File: src/rtl/instr_fetch_stage.sv
// ============================================================================
// Module   : instr_fetch_stage
// Brief    : Fetches the instruction image in order and delivers it to decode through a small FIFO.
//            Optional macro HALT_DETECT_EN ends the run early on a HALT opcode.
// Revision : 1.0 - initial release
// ============================================================================
`timescale 1ns/1ps
`default_nettype none

module instr_fetch_stage #(
   parameter int ADDR_W     = 10,
   parameter int DATA_W     = 32,
   parameter int FIFO_DEPTH = 4,
   parameter int NUM_INSTR  = 1024
) (
   input  logic              clk,
   input  logic              rstb,
   input  logic              start,
   input  logic              flush,
   input  logic              opr_1,
   output logic              mem_rd_en,
   output logic [ADDR_W-1:0] mem_addr,
   input  logic [DATA_W-1:0] mem_rdata,
   output logic              fd_valid,
   input  logic              fd_ready,
   output logic [DATA_W-1:0] fd_instr,
   output logic [ADDR_W-1:0] fd_pc,
   output logic              busy,
   output logic              fetch_done,
   output logic [ADDR_W:0]   fetch_count
);

   localparam int PTR_W = $clog2(FIFO_DEPTH);

   localparam logic [1:0] ST_IDLE  = 2'd0;
   localparam logic [1:0] ST_FETCH = 2'd1;
   localparam logic [1:0] ST_DRAIN = 2'd2;

   localparam logic [ADDR_W:0]  NUM_CNT   = (ADDR_W+1)'(NUM_INSTR);
   localparam logic [ADDR_W:0]  LAST_CNT  = (ADDR_W+1)'(NUM_INSTR - 1);
   localparam logic [PTR_W+1:0] DEPTH_OCC = (PTR_W+2)'(FIFO_DEPTH);

   logic [1:0]        state;
   logic [ADDR_W-1:0] pc;
   logic              cap_valid;
   logic [ADDR_W-1:0] cap_addr;

   logic [DATA_W-1:0] fifo_data [FIFO_DEPTH];
   logic [ADDR_W-1:0] fifo_pc   [FIFO_DEPTH];
   logic [PTR_W-1:0]  wr_ptr;
   logic [PTR_W-1:0]  rd_ptr;
   logic [PTR_W:0]    fifo_count;

   logic              push;
   logic              pop;
   logic [PTR_W+1:0]  occupancy;
   logic              halt_seen;
   logic              issue;
   logic              drain_done;

   // Reads in flight are the strobe cycle (mem_rd_en) and the data-return cycle (cap_valid);
   // both are reserved against FIFO space so a push can never find the FIFO full.
   assign occupancy = {1'b0, fifo_count}
                    + {{(PTR_W+1){1'b0}}, mem_rd_en}
                    + {{(PTR_W+1){1'b0}}, cap_valid};

   assign push = cap_valid;
   assign pop  = fd_valid & fd_ready;

`ifdef HALT_DETECT_EN
   assign halt_seen = cap_valid && (mem_rdata[31:26] == 6'h11);
`else
   assign halt_seen = 1'b0;
`endif

   assign issue = (state == ST_FETCH) && opr_1 && (occupancy < DEPTH_OCC)
                  && (fetch_count < NUM_CNT) && !halt_seen;

   assign drain_done = (state == ST_DRAIN) && (fifo_count == '0)
                       && !mem_rd_en && !cap_valid;

   assign busy     = (state == ST_FETCH) || (state == ST_DRAIN);
   assign fd_valid = (fifo_count != '0);
   assign fd_instr = fifo_data[rd_ptr];
   assign fd_pc    = fifo_pc[rd_ptr];

   always_ff @(posedge clk) begin
      if (rstb || flush) begin
         state       <= ST_IDLE;
         pc          <= '0;
         fetch_count <= '0;
         mem_rd_en   <= 1'b0;
         mem_addr    <= '0;
         cap_valid   <= 1'b0;
         cap_addr    <= '0;
         fetch_done  <= 1'b0;
      end else begin
         fetch_done <= 1'b0;
         mem_rd_en  <= issue;
         cap_valid  <= mem_rd_en;
         cap_addr   <= mem_addr;

         if (issue) begin
            mem_addr    <= pc;
            pc          <= pc + ADDR_W'(1);
            fetch_count <= fetch_count + (ADDR_W+1)'(1);
         end

         case (state)
            ST_IDLE: begin
               if (start) begin
                  state       <= ST_FETCH;
                  pc          <= '0;
                  fetch_count <= '0;
               end
            end
            ST_FETCH: begin
               if ((issue && (fetch_count == LAST_CNT)) || halt_seen) begin
                  state <= ST_DRAIN;
               end
            end
            ST_DRAIN: begin
               if (drain_done) begin
                  state      <= ST_IDLE;
                  fetch_done <= 1'b1;
               end
            end
            default: state <= ST_IDLE;
         endcase
      end
   end

   // Storage is cleared too, so the head reads as zero straight after reset or flush.
   always_ff @(posedge clk) begin
      if (rstb || flush) begin
         wr_ptr     <= '0;
         rd_ptr     <= '0;
         fifo_count <= '0;
         for (int i = 0; i < FIFO_DEPTH; i++) begin
            fifo_data[i] <= '0;
            fifo_pc[i]   <= '0;
         end
      end else begin
         if (push) begin
            fifo_data[wr_ptr] <= mem_rdata;
            fifo_pc[wr_ptr]   <= cap_addr;
            wr_ptr            <= wr_ptr + PTR_W'(1);
         end
         if (pop) begin
            rd_ptr <= rd_ptr + PTR_W'(1);
         end
         case ({push, pop})
            2'b10:   fifo_count <= fifo_count + (PTR_W+1)'(1);
            2'b01:   fifo_count <= fifo_count - (PTR_W+1)'(1);
            default: fifo_count <= fifo_count;
         endcase
      end
   end

endmodule

`default_nettype wire

File: config.mk
export PLATFORM = sky130hd
export DESIGN_NAME = instr_fetch_stage
export DESIGN_NICKNAME = d
export VERILOG_FILES = /design/src/rtl/instr_fetch_stage.sv
export SDC_FILE = /design/constraint.sdc
export NUM_CORES = 1
export LEC_CHECK = 0
export ABC_CLOCK_PERIOD_IN_PS = 5150
export CAP_MARGIN = 10
export CORE_ASPECT_RATIO = 2
export CORE_MARGIN = 1.5
export CORE_UTILIZATION = 56
export DETAILED_ROUTE_END_ITERATION = 10
export GPL_TIMING_DRIVEN = 0
export PLACE_DENSITY = 0.89
export SLEW_MARGIN = 20
export SYNTH_ARGS = -nofsm -noshare
export SYNTH_HDL_FRONTEND = slang
export SYNTH_SLANG_ARGS = --single-unit
File: constraint.sdc
create_clock -name clk -period 5.15 [get_ports clk]
set_input_delay 1.03 -clock clk [delete_from_list [all_inputs] [get_ports clk]]
set_output_delay 1.03 -clock clk [all_outputs]
set_load 0.02 [all_outputs]
==> results.toml <==
[routing]
drt_iter0_drc = 386
via_count = 6076
drtPass1Iterations = 5
wl_per_cell_um = 21.2
postRouteAntennaNets = 0
vias_per_cell = 5.98
route.detailed.drc = 0
routed_wl_um = 21500

[setup_path]
endpoint_kind = "primary output"
cp.arrival_ns = 2.75
crit_fanout = 10
required_ns = 4.12
worstSetupPathType = "flop to primary output"
cp-start-kind = "flop"

[timing]
tightest_slew_ns = 0.863
skew_ns = 0.0184
setup_viol = 0
final_hold_viol_count = 0
rsz0062_at_grt = "no"
post-route-period-util_pct = 73.4
fin_crit_ns = 3.78
maxSlewViolCount = 0
slew-limit-headroom_pct = 42.0
max_freq_mhz = 265
fin_ws_ns = 1.37

[pwr]
power.density_mw_per_mm2 = 311
ir_drop_mv = 0.322
p_leak_nw = 4.36

[clock_tree]
clock_sinks = 223
clkTransAtPathRegs_ns = 0.07
cts_hold_buf = 0
cts_tree = "done"
cts-resized-gates = 0
cts_root_buf = "clkbuf_16"
clock_latency_ns = 0.50
htree_levels = 1
cts_buffers = 19
cts_setup_buffers = 0
ctsLongestPathBuffers = 3

[grt]
grt_pass1_wl_um = 33500
globalRouteOverflowTotal = 0
use_met3_pct = 2.80
grt_max_degree = 22
grt_use_total_pct = 24.9
antenna_found_initial = 0
grt_pass1_vias = 6456
grt_use_met1_pct = 27.1
top_usage_layer = "met2"
use_met2_pct = 46.1

[place]
hpwl_um = 14800
dpl_cell_area_mm2 = 0.0111
io_buffers = 104
gp_congestion = 0.852
dp_slack_ns = 1.38

[synth]
synth_edf_count = 168
synth_seq_area_share_pct = 64.6
syn_inst = 663
ys.flop_type = "edfxtp_1"
ys_warn_count = 0
synth_area_leaders = "edfxtp_1 53%, dfxtp_1 12%, mux4_2 9.9%"
syn-cell-area_mm2 = 0.00951
yosys.area.top_type = "edfxtp_1"
ys_ff_latch = 223
synth-async-reset-ratio_pct = 0
syn_nets = 711
ys_types = 46
netlist.area_leader.share_pct = 53.0
syn-mean-instance-area_um2 = 14.3

[hold_path]
min_path_type = "flop to flop"

[die]
ios = 105
fp.dieW_um = 95.2
die_y_um = 187
die-area_mm2 = 0.0178
rows = 67
initial_core_util_pct = 57.0
core_mm2 = 0.0167

[cells_and_area]
fillers = 1046
area_growth_pct = 22.7
antenna_cells = 0
fin_util_pct = 70.0
nNetsFinal = 844
final_layout_size_suffix_gt1_share_pct = 11.1
stdcell_area_mm2 = 0.0117

[status]
status = "completed"

[flow_run]
maxCapViolCount = 0
Yosys cell counts (5+ instances only):
cell,count
and2_1,140
and3_1,44
a211oi_1,5
buf_2,5
nand4_1,5
nor2_1,18
a21oi_1,18
nand3_1,8
o2111ai_1,6
ha_1,9
xnor2_1,9
o21ai_0,5
mux4_2,42
inv_1,14
edfxtp_1,168
dfxtp_1,55
clkbuf_1,37
nand2_1,21
report_power, final:
part | switching (mW) | internal, mW
Combinational | 0.123 | 0.105
Clock | 0.613 | 0.788
Sequential | 0.0192 | 1.98
Total | 0.756 | 2.88
metal layers:
layer | share of wire, % | vias to the layer above | wire, um
li1 | - | 2733 | -
met1 | 34 | 3031 | 7230
met2 | 57 | 244 | 12200
met3 | 5.3 | 68 | 1150
met4 | 4.4 | 0 | 953
met5 | 0 | - | 0
cells by family after synthesis:
group / synth area share [%]
AO/OA/AOI/OAI: 4.35
XOR/XNOR: 1.11
adder cells (fa/ha/maj): 1.39
buffers and inverters: 2.39
flip-flops: 64.6
multiplexers: 10.1
AND/OR/NAND/NOR: 16.1
through the flow:
step	cells	setup TNS [ns]	hold slack [ns]	total power, mW
detailed placement	982	0	0.474	2.27
CTS	1016	0	0.484	3.64
floorplan	663	0	0.449	2.14
finish	1016	0	0.486	3.63
global placement	974	-249.34	0.471	2.25
global route	1016	0	0.502	3.71
area by class of cell:
| cell class | instances | area [um^2] | share of cell area, % |
|---|---|---|---|
| buffer | 43 | 175 | 1.50 |
| clock buffer | 25 | 498 | 4.27 |
| clock inverter | 9 | 98.8 | 0.847 |
| inverter | 14 | 52.6 | 0.450 |
| multi-input combinational | 383 | 3180 | 27.3 |
| sequential | 223 | 6150 | 52.6 |
| tap | 207 | 259 | 2.22 |
| timing repair buffer | 112 | 1260 | 10.8 |
placed cells by master, fill, tap and decap left out, types with 4 or more instances in the layout:
cell	Yosys	final
o2111ai_1	6	6
nand3_1	8	8
or4_1	4	4
mux4_2	42	42
o31ai_1	4	4
a211oi_1	5	5
clkbuf_16	0	19
a21oi_1	18	18
edfxtp_1	168	168
inv_1	14	14
buf_16	0	8
o22a_1	4	4
o21ai_4	0	4
nand4_1	5	5
a2bb2oi_1	4	4
clkbuf_1	37	43
nor2_1	18	18
and2_1	140	140
nand2_1	21	21
ha_1	9	9
buf_2	5	5
clkdlybuf4s50_1	0	104
xnor2_1	9	9
and3_1	44	44
dfxtp_1	55	55
registers in the layout (all words and copies together) (netlist names), named ones only:
signal       count
fifo_count       3
fetch_done       1
cap_valid        1
wr_ptr           2
rd_ptr           2
pc              10
fetch_count     11
mem_rd_en        1
state            2
cap_addr        10
fifo_pc         40
mem_addr        10
fifo_data      128
path summary, 6_finish.rpt:
| kind | slack, ns | start | depth (start not counted) | endpoint |
|---|---|---|---|---|
| setup reg to reg | 2.63 | cap_valid$_SDFF_PP0_ | 5 | fifo_data[0][17]$_SDFFCE_PN0P_ |
| hold reg to reg | 0.49 | mem_addr[3]$_SDFFE_PP0P_ | 1 | cap_addr[3]$_SDFF_PP0_ |
| setup / recovery | 1.37 | flop | 4 | fd_instr[6] |
| hold / removal | 0.49 | mem_addr[3]$_SDFFE_PP0P_ | 1 | cap_addr[3]$_SDFF_PP0_ |
worst max-delay path, cell delays in order (launching register included):
cell	delay [ns]
dfxtp_1	0.33
clkbuf_1	0.33
buf_2	0.44
mux4_2	0.60
clkdlybuf4s50_1	0.56
Power figures use the tool's default switching activity.
